[config.mk]
export PLATFORM = sky130hd
export DESIGN_NAME = oddr_burst_sched
export DESIGN_NICKNAME = d
export VERILOG_FILES = /design/src/rtl/oddr_burst_sched.sv
export SDC_FILE = /design/constraint.sdc
export NUM_CORES = 1
export LEC_CHECK = 0
export ABC_AREA = 1
export BUFFER_PORTS_ARGS = -buffer_cell sky130_fd_sc_hd__buf_4
export CAP_MARGIN = 20
export CORE_MARGIN = 4
export CORE_UTILIZATION = 40
export DETAILED_ROUTE_END_ITERATION = 10
export GPL_TIMING_DRIVEN = 0
export SYNTH_ARGS = -nofsm -noshare
export SYNTH_HDL_FRONTEND = slang
export SYNTH_SLANG_ARGS = --single-unit
[constraint.sdc]
create_clock -name SCLK -period 2.4 [get_ports SCLK]
set_clock_uncertainty 0.2 [all_clocks]
set_input_delay 0.36 -clock SCLK [delete_from_list [all_inputs] [get_ports SCLK]]
set_output_delay 0.36 -clock SCLK [all_outputs]
set_load 0.05 [all_outputs]
[src/rtl/oddr_burst_sched.sv]
`default_nettype none
// ============================================================================
// Module   : oddr_burst_sched
// Purpose  : Round-robin burst scheduler and W:2 gearbox feeding a shared
//            ODDR-style output register, with OE guard framing.
// Revision : 1.0 - initial release
// ============================================================================
module oddr_burst_sched #(
   parameter int   NREQ       = 2,
   parameter int   W          = 8,
   parameter int   LW         = 4,
   parameter int   PRE_GUARD  = 2,
   parameter int   POST_GUARD = 1,
   parameter logic IDLE_D0    = 1'b0,
   parameter logic IDLE_D1    = 1'b0
) (
   input  logic               SCLK,
   input  logic               RSTB,
   input  logic [NREQ-1:0]    REQ,
   input  logic [NREQ*LW-1:0] LEN_M1,
   output logic [NREQ-1:0]    GNT,
   input  logic [NREQ*W-1:0]  DIN,
   input  logic [NREQ-1:0]    DIN_VALID,
   output logic [NREQ-1:0]    DIN_READY,
   output logic               D0,
   output logic               D1,
   output logic               OE,
   output logic               BUSY,
   output logic               UNDERRUN
);

   localparam int c_IW    = (NREQ > 1) ? $clog2(NREQ) : 1;
   localparam int c_GW    = $clog2(PRE_GUARD + POST_GUARD + 1) + 1;
   localparam int c_NPAIR = W / 2;
   localparam int c_PW    = $clog2(c_NPAIR) + 1;
   localparam logic [c_GW-1:0] c_PRE_LAST  = c_GW'(PRE_GUARD - 1);
   localparam logic [c_GW-1:0] c_POST_LAST = c_GW'((POST_GUARD > 0) ? POST_GUARD - 1 : 0);
   localparam logic [c_PW-1:0] c_PAIR_LOAD = c_PW'(c_NPAIR - 1);

   typedef enum logic [1:0] {
      S_IDLE = 2'd0,
      S_PRE  = 2'd1,
      S_DATA = 2'd2,
      S_POST = 2'd3
   } state_t;

   state_t           r_state, w_state_nxt;
   logic [c_IW-1:0]  r_ptr, w_ptr_nxt;
   logic [c_IW-1:0]  r_win, w_win_nxt;
   logic [LW-1:0]    r_len, w_len_nxt;
   logic [LW:0]      r_words, w_words_nxt;
   logic [c_GW-1:0]  r_cnt, w_cnt_nxt;
   logic [c_PW-1:0]  r_pairs, w_pairs_nxt;
   logic [W-1:0]     r_sh, w_sh_nxt;
   logic [NREQ-1:0]  r_gnt, w_gnt_nxt;
   logic             r_oe, w_oe_nxt;
   logic             r_d0, w_d0_nxt;
   logic             r_d1, w_d1_nxt;
   logic             r_und, w_und_nxt;
   logic             r_busy;

   logic             w_any;
   logic [c_IW-1:0]  w_pick;
   logic             w_words_done;
   logic             w_slot;
   logic             w_valid;
   logic             w_hs;
   logic [W-1:0]     w_din;

   // Round-robin search upward from the pointer, wrapping; lowest offset wins.
   always_comb begin
      int idx;
      idx    = 0;
      w_any  = 1'b0;
      w_pick = '0;
      for (int i = NREQ - 1; i >= 0; i--) begin
         idx = int'(r_ptr) + i;
         if (idx >= NREQ) idx = idx - NREQ;
         if (REQ[idx]) begin
            w_any  = 1'b1;
            w_pick = c_IW'(idx);
         end
      end
   end

   assign w_words_done = (r_words == ({1'b0, r_len} + 1'b1));
   assign w_slot       = ((r_state == S_PRE  && r_cnt == c_PRE_LAST) ||
                          (r_state == S_DATA && r_pairs == '0)) && !w_words_done;
   assign w_valid      = DIN_VALID[r_win];
   assign w_din        = DIN[int'(r_win)*W +: W];
   assign w_hs         = w_slot && w_valid;
   assign DIN_READY    = w_slot ? r_gnt : '0;

   always_comb begin
      w_state_nxt = r_state;
      w_ptr_nxt   = r_ptr;
      w_win_nxt   = r_win;
      w_len_nxt   = r_len;
      w_words_nxt = r_words;
      w_cnt_nxt   = r_cnt;
      w_pairs_nxt = r_pairs;
      w_sh_nxt    = r_sh;
      w_gnt_nxt   = r_gnt;
      w_oe_nxt    = r_oe;
      w_d0_nxt    = IDLE_D0;
      w_d1_nxt    = IDLE_D1;
      w_und_nxt   = 1'b0;

      case (r_state)
         S_IDLE: begin
            if (w_any) begin
               w_state_nxt       = S_PRE;
               w_win_nxt         = w_pick;
               w_ptr_nxt         = (int'(w_pick) == NREQ - 1) ? '0 : w_pick + 1'b1;
               w_len_nxt         = LEN_M1[int'(w_pick)*LW +: LW];
               w_words_nxt       = '0;
               w_cnt_nxt         = '0;
               w_pairs_nxt       = '0;
               w_gnt_nxt         = '0;
               w_gnt_nxt[w_pick] = 1'b1;
               w_oe_nxt          = 1'b1;
            end
         end
         S_PRE: begin
            w_cnt_nxt = r_cnt + 1'b1;
            if (r_cnt == c_PRE_LAST) w_state_nxt = S_DATA;
         end
         S_DATA: begin
            // Last pair of the last word is on the pins this cycle.
            if (r_pairs == '0 && w_words_done) begin
               w_cnt_nxt = '0;
               if (POST_GUARD == 0) begin
                  w_state_nxt = S_IDLE;
                  w_gnt_nxt   = '0;
                  w_oe_nxt    = 1'b0;
               end else begin
                  w_state_nxt = S_POST;
               end
            end
         end
         S_POST: begin
            w_cnt_nxt = r_cnt + 1'b1;
            if (r_cnt == c_POST_LAST) begin
               w_state_nxt = S_IDLE;
               w_gnt_nxt   = '0;
               w_oe_nxt    = 1'b0;
            end
         end
         default: w_state_nxt = S_IDLE;
      endcase

      if (w_hs) begin
         w_d0_nxt    = w_din[0];
         w_d1_nxt    = w_din[1];
         w_sh_nxt    = w_din >> 2;
         w_pairs_nxt = c_PAIR_LOAD;
         w_words_nxt = r_words + 1'b1;
      end else if (r_pairs != '0) begin
         w_d0_nxt    = r_sh[0];
         w_d1_nxt    = r_sh[1];
         w_sh_nxt    = r_sh >> 2;
         w_pairs_nxt = r_pairs - 1'b1;
      end else if (w_slot) begin
         w_und_nxt   = 1'b1;
      end
   end

   always_ff @(posedge SCLK) begin
      if (RSTB) begin
         r_state <= S_IDLE;
         r_ptr   <= '0;
         r_win   <= '0;
         r_len   <= '0;
         r_words <= '0;
         r_cnt   <= '0;
         r_pairs <= '0;
         r_sh    <= '0;
         r_gnt   <= '0;
         r_oe    <= 1'b0;
         r_d0    <= IDLE_D0;
         r_d1    <= IDLE_D1;
         r_und   <= 1'b0;
         r_busy  <= 1'b0;
      end else begin
         r_state <= w_state_nxt;
         r_ptr   <= w_ptr_nxt;
         r_win   <= w_win_nxt;
         r_len   <= w_len_nxt;
         r_words <= w_words_nxt;
         r_cnt   <= w_cnt_nxt;
         r_pairs <= w_pairs_nxt;
         r_sh    <= w_sh_nxt;
         r_gnt   <= w_gnt_nxt;
         r_oe    <= w_oe_nxt;
         r_d0    <= w_d0_nxt;
         r_d1    <= w_d1_nxt;
         r_und   <= w_und_nxt;
         r_busy  <= (w_state_nxt != S_IDLE);
      end
   end

   assign GNT      = r_gnt;
   assign OE       = r_oe;
   assign D0       = r_d0;
   assign D1       = r_d1;
   assign BUSY     = r_busy;
   assign UNDERRUN = r_und;

endmodule
`default_nettype wire

==> results of run 1 <==
## per-stage QoR
| stage | hold WS, ns | worst slack, ns | utilization [%] | cells | power [mW] |
|---|---|---|---|---|---|
| after floorplan | 0.2393 | 0.09589 | - | 258 | 1.035 |
| after global placement | 0.2541 | 0.2775 | 49.25 | 348 | 1.197 |
| after detailed placement | 0.2579 | 0.2624 | 49.25 | 348 | 1.197 |
| after CTS | 0.1077 | 0.02032 | 51.55 | 357 | 1.637 |
| after global routing | 0.1056 | 0.0004043 | 52.36 | 357 | 1.754 |
| final | 0.1141 | 0.1454 | 52.36 | 357 | 1.632 |
## metal layers
layer / global-route usage [%] / up-vias / wire length, um
met2: 27.37 / 23 / 2087
li1: - / 924 / -
met3: 4.406 / 2 / 176
met1: 20.80 / 762 / 2021
met4: 6.126 / 0 / 33
met5: 0 / - / 0
## kinds of logic after synthesis
group           synth area share, %
simple gates                  30.27
mux                           5.649
compound gates                11.16
xor+xnor                     0.9765
flops                         35.70
fa+ha+maj                     4.881
buf+inv                       11.37
## flip-flops by register name, indices dropped and copies added, names as in the netlist, 2 cells and up
signal	count
GNT	2
r_pairs	3
r_cnt	3
r_sh	6
r_words	5
r_len	4
r_state	2
## power by group
part	internal [mW]	switching [mW]	total, mW
Clock	0.234	0.192	0.426
Combinational	0.206	0.365	0.571
Sequential	0.592	0.0440	0.636
Total	1.03	0.601	1.63
## final timing paths
path,startpoint,end,slack (ns),cells past startpoint
max,r_len[0]$_SDFFE_PP0P_,DIN_READY[1],0.15,11
min reg2reg,r_ptr$_SDFFE_PP0P_,r_ptr$_SDFFE_PP0P_,0.27,2
max reg2reg,r_len[0]$_SDFFE_PP0P_,D0$_SDFF_PP0_,0.30,14
min,RSTB,UNDERRUN$_SDFF_PP0_,0.11,2
## cell type report
class / count / area share, %
plain buffers: 6 / 1.866
well taps: 52 / 2.854
multi-input cells: 177 / 42.76
inverters: 43 / 7.080
flip-flops and latches: 32 / 28.32
repair buffers: 39 / 13.17
clock buffers: 8 / 3.952
## repair_timing
| action | in CTS | in global routing |
|---|---|---|
| pin swaps | 0 | 6 |
| buffers inserted | 1 | 0 |
| setup endpoints to repair | 2 | 2 |
| resized for setup | 1 | 9 |
## Yosys cell counts (4+ instances only)
cell and number:
a21oi_1 13, dfxtp_1 32, ha_1 7, inv_1 38, inv_2 5, mux2_2 9
nand2_1 57, nand3_1 23, nand4_1 7, nor2_1 29, nor3_1 4, o21ai_0 7
o21ai_1 4
==> impl_metrics.py, run 1 <==
metrics = {
    "outcome": {
        "status": "finished clean",
    },
    "timing": {
        "hold_viol_final": 0,
        "layout_min_cycle_time_ns": 2.255,
        "setup_violations": 0,
        "worst_slew_pin_slew_ns": 0.4770,
        "setup_tns_ns": 0,
        "slew_viol_final": 0,
        "timing.fmax_mhz": 443.5,
        "rsz0062_at_grt": "false",
        "layout_worst_path_cycle_share_pct": 93.94,
        "slew_headroom_pct": 68.20,
    },
    "route": {
        "routed-via-count": 1711,
        "avgViaCountPerCell": 4.793,
        "wire_per_inst_um": 12.10,
        "drt_iter0_drc": 71,
        "dr.pass1.iters": 4,
        "ant_nets": 0,
        "routed_wl_um": 4318,
        "drc": 0,
    },
    "global_routing": {
        "grt_pass1_vias": 1628,
        "grt_pass1_wl_um": 7141,
        "grt_use_total_pct": 16.62,
        "antenna_found_initial": 0,
        "grt_max_degree": 11,
        "grt_overflow_total": 0,
    },
    "setup_path": {
        "slowest_stage": "dfxtp_4",
        "critPathLaunchType": "flip-flop",
        "cp_data_required_time_ns": 1.84,
        "crit_type": "flip-flop to primary output",
        "crit_path_max_incr_delay_ns": 0.36,
        "critical_path_buf_inv_count": 2,
        "end_kind": "primary output",
        "critical_path_arrival_ns": 1.69,
        "critPathMaxFanout": 4,
        "path_cells": "ha_4 > inv_1 > nand2_1 > nand2_1 > nor2_1 > nand2_1 > nor2_2 > nand2_2 > nand2_4 > nor2_1 > buf_6",
        "worst_path_most_repeated_cell": "nand2_1",
        "crit_family": "simple AND/OR/NAND/NOR gates",
    },
    "synth": {
        "synthTopCellsByArea": "dfxtp_1, nand2_1, inv_1",
        "netlist.area_leader.share_pct": 35.70,
        "synth_edf_count": 0,
        "ys_seq_area_share_pct": 35.70,
        "syn_avg_cell_area_um2": 6.954,
        "ys_types": 28,
        "synth-seq-cells": 32,
        "syn_area_mm2": 0.001794,
        "synth-async-reset-ratio_pct": 0,
        "synth_nets": 295,
        "netlist.top_cell.by_area": "dfxtp_1",
        "ys.flop_type": "dfxtp_1",
        "syn_inst": 258,
        "ys_warn_count": 0,
    },
    "clocking": {
        "cts.hold.buffers_added": 0,
        "cts_buffers": 5,
        "path_clk_slew_ns": 0.07,
        "cts.sink_count": 32,
        "htreeDepth": 2,
        "ctsLongestPathBuffers": 2,
        "clock-root-buffer": "clkbuf_8",
        "clk-insertion-delay-late_ns": 0.28,
        "cts_tree": "done",
    },
    "layout": {
        "multi_input_area_um2": 974.7,
        "area_growth_pct": 27.06,
        "fill_cells": 458,
        "layout-drive-gt1-share_pct": 25.25,
        "final_cell_mix": "nand2_1, inv_1, buf_4",
        "final_common_cell": "nand2_1",
        "seq_area_um2": 645.6,
        "finalInstanceArea_mm2": 0.002280,
        "antenna_cells": 0,
        "finalNetCount": 341,
    },
    "power_and_ir_drop": {
        "p_leak_nw": 1.084,
        "power.density_mw_per_mm2": 716.0,
        "ir_drop_uv": 413.4,
    },
    "placed_design": {
        "gp_congestion": 0.7765,
        "io_buffers": 38,
        "placed_cell_area_mm2": 0.002145,
        "place_hpwl_um": 3302,
    },
    "die": {
        "die_y_um": 74.98,
        "initial_utilization_pct": 41.21,
        "die-area_mm2": 0.005621,
        "die_w_um": 74.98,
        "coreArea_mm2": 0.004354,
        "io_pins": 39,
        "rows": 24,
    },
    "job": {
        "drv_cap": 0,
    },
    "worst_hold_path": {
        "hold_class": "input pin to flip-flop",
    },
}
Note: power is estimated with default switching activity, not from simulation.
==> inputs of run 2 (changes only) <==
--- a/config.mk
+++ b/config.mk
@@ -12,6 +12,8 @@
 export CORE_UTILIZATION = 40
 export DETAILED_ROUTE_END_ITERATION = 10
 export GPL_TIMING_DRIVEN = 0
+export RECOVER_POWER = 50
+export SKIP_LAST_GASP = 1
 export SYNTH_ARGS = -nofsm -noshare
 export SYNTH_HDL_FRONTEND = slang
 export SYNTH_SLANG_ARGS = --single-unit
==> run 2 against run 1 <==
Effect of this change:
- cell count unchanged
- cell area decreased by 1.3%
- critical path depth unchanged
- hold slack better by 0.0029 ns
- non-clock buffer count unchanged
- via count rose by 0.18%
- sequential power hardly changed
==> impl_metrics.py, run 2 (same netlist as run 1, synthesis figures left out) <==
metrics = {
    "timing": {
        "timing.fmax_mhz": 442.9,
        "setup_violations": 0,
        "slew_headroom_pct": 30.72,
        "worst_slew_pin_slew_ns": 1.028,
        "layout_min_cycle_time_ns": 2.258,
        "hold_viol_final": 0,
        "slew_viol_final": 0,
        "setup_tns_ns": 0,
        "layout_worst_path_cycle_share_pct": 94.07,
    },
    "clocking": {
        "cts.sink_count": 32,
        "cts_tree": "done",
        "clock-root-buffer": "clkbuf_8",
        "path_clk_slew_ns": 0.07,
        "ctsLongestPathBuffers": 2,
        "cts_buffers": 5,
        "clk-insertion-delay-late_ns": 0.28,
        "cts.hold.buffers_added": 0,
        "htreeDepth": 2,
    },
    "global_routing": {
        "grt_use_total_pct": 16.62,
        "grt_overflow_total": 0,
        "grt_pass1_vias": 1628,
        "met1_usage_pct": 20.80,
        "met3_usage_pct": 4.406,
        "grt_pass1_wl_um": 7141,
        "grt_max_degree": 11,
        "antenna_found_initial": 0,
        "grtUsageMet2_pct": 27.37,
        "busiest_layer": "met2",
    },
    "placed_design": {
        "gp_congestion": 0.7765,
        "io_buffers": 38,
        "place_hpwl_um": 3302,
    },
    "setup_path": {
        "crit_path_max_incr_delay_ns": 0.36,
        "crit_cells": 11,
        "critical_path_buf_inv_count": 2,
        "end_kind": "primary output",
        "critical_path_arrival_ns": 1.70,
        "path_cells": "ha_4 > inv_1 > nand2_1 > nand2_1 > nor2_1 > nand2_1 > nor2_2 > nand2_2 > nand2_4 > nor2_1 > buf_6",
        "slowest_stage": "dfxtp_4",
        "critPathLaunchType": "flip-flop",
        "critPathMaxFanout": 4,
        "reg2reg_depth": 6,
        "crit_family": "simple AND/OR/NAND/NOR gates",
        "cp_data_required_time_ns": 1.84,
        "worst_path_most_repeated_cell": "nand2_1",
        "crit_type": "flip-flop to primary output",
    },
    "layout": {
        "top_regs": "r_sh (6), r_words (5), r_len (4)",
        "layout-drive-gt1-share_pct": 22.30,
        "largest-register": "r_sh",
        "area_growth_pct": 25.38,
        "finalNetCount": 341,
        "largest_register_ffs": 6,
        "antenna_cells": 0,
        "fill_cells": 467,
        "final_common_cell": "nand2_1",
        "final_cell_mix": "nand2_1, inv_1, buf_4",
    },
    "power_and_ir_drop": {
        "p_total_mw": 1.622,
        "p_leak_nw": 1.056,
        "power.density_mw_per_mm2": 720.9,
        "ir_drop_uv": 413.9,
    },
    "route": {
        "ant_nets": 0,
        "drt_iter0_drc": 94,
        "routed_wl_um": 4326,
        "routed-via-count": 1714,
        "dr.pass1.iters": 4,
        "wire_per_inst_um": 12.12,
        "drc": 0,
        "avgViaCountPerCell": 4.801,
    },
    "worst_hold_path": {
        "hold_class": "input pin to flip-flop",
        "min_path_cells": 2,
    },
    "die": {
        "initial_utilization_pct": 41.21,
        "die-area_mm2": 0.005621,
        "rows": 24,
        "coreArea_mm2": 0.004354,
        "die_w_um": 74.98,
        "io_pins": 39,
        "die_y_um": 74.98,
    },
    "outcome": {
        "status": "finished clean",
    },
    "job": {
        "drv_cap": 0,
    },
}
[run 2: stage by stage]
stage	worst slack, ns	instance area (um^2)	util, %	hold WS [ns]	std cells
final	0.1423	2250	51.67	0.1170	357
after global routing	-0.006640	2250	51.67	0.1056	357
after CTS	0.02032	2245	51.55	0.1077	357
after detailed placement	0.2624	2145	49.25	0.2579	348
after global placement	0.2775	2145	49.25	0.2541	348
after floorplan	0.09589	1794	-	0.2393	258
[run 2: what timing repair did]
item / 4_1_cts / 5_1_grt
gates resized for setup: 1 / 9
endpoints found under the setup margin: 2 / 2
pin swaps: 0 / 6
cloned: 0 / 0
endpoints found under the hold margin: 0 / 0
setup buffers: 1 / 0
[run 2: path summary, 6_finish.rpt]
| path | start | end | slack [ns] |
|---|---|---|---|
| max | r_len[0]$_SDFFE_PP0P_ | DIN_READY[1] | 0.14 |
| min | RSTB | UNDERRUN$_SDFF_PP0_ | 0.12 |
| max reg2reg | r_state[0]$_SDFF_PP0_ | GNT[1]$_SDFFE_PP0P_ | 0.29 |
| min reg2reg | r_ptr$_SDFFE_PP0P_ | r_ptr$_SDFFE_PP0P_ | 0.27 |
[run 2: final cells by class]
cell class,count,area (um^2),area share [%]
Multi-Input combinational cell,177,970.9,43.16
Sequential cell,32,645.6,28.70
Timing Repair Buffer,39,274.0,12.18
Inverter,43,161.4,7.175
Clock buffer,8,90.09,4.004
Tap cell,52,65.06,2.892
Buffer,6,42.54,1.891
[run 2: layer usage]
| metal | up-vias | part of all wire, % |
|---|---|---|
| met2 | 25 | 48 |
| met1 | 762 | 47 |
| met5 | - | 0 |
| li1 | 925 | - |
| met4 | 0 | 0.76 |
| met3 | 2 | 3.9 |
[run 2: report_power, final]
group / switching [mW] / leakage, nW / internal [mW]
Sequential: 0.0438 / 0.262 / 0.592
Combinational: 0.367 / 0.748 / 0.194
Clock: 0.192 / 0.0455 / 0.234
Total: 0.603 / 1.06 / 1.02
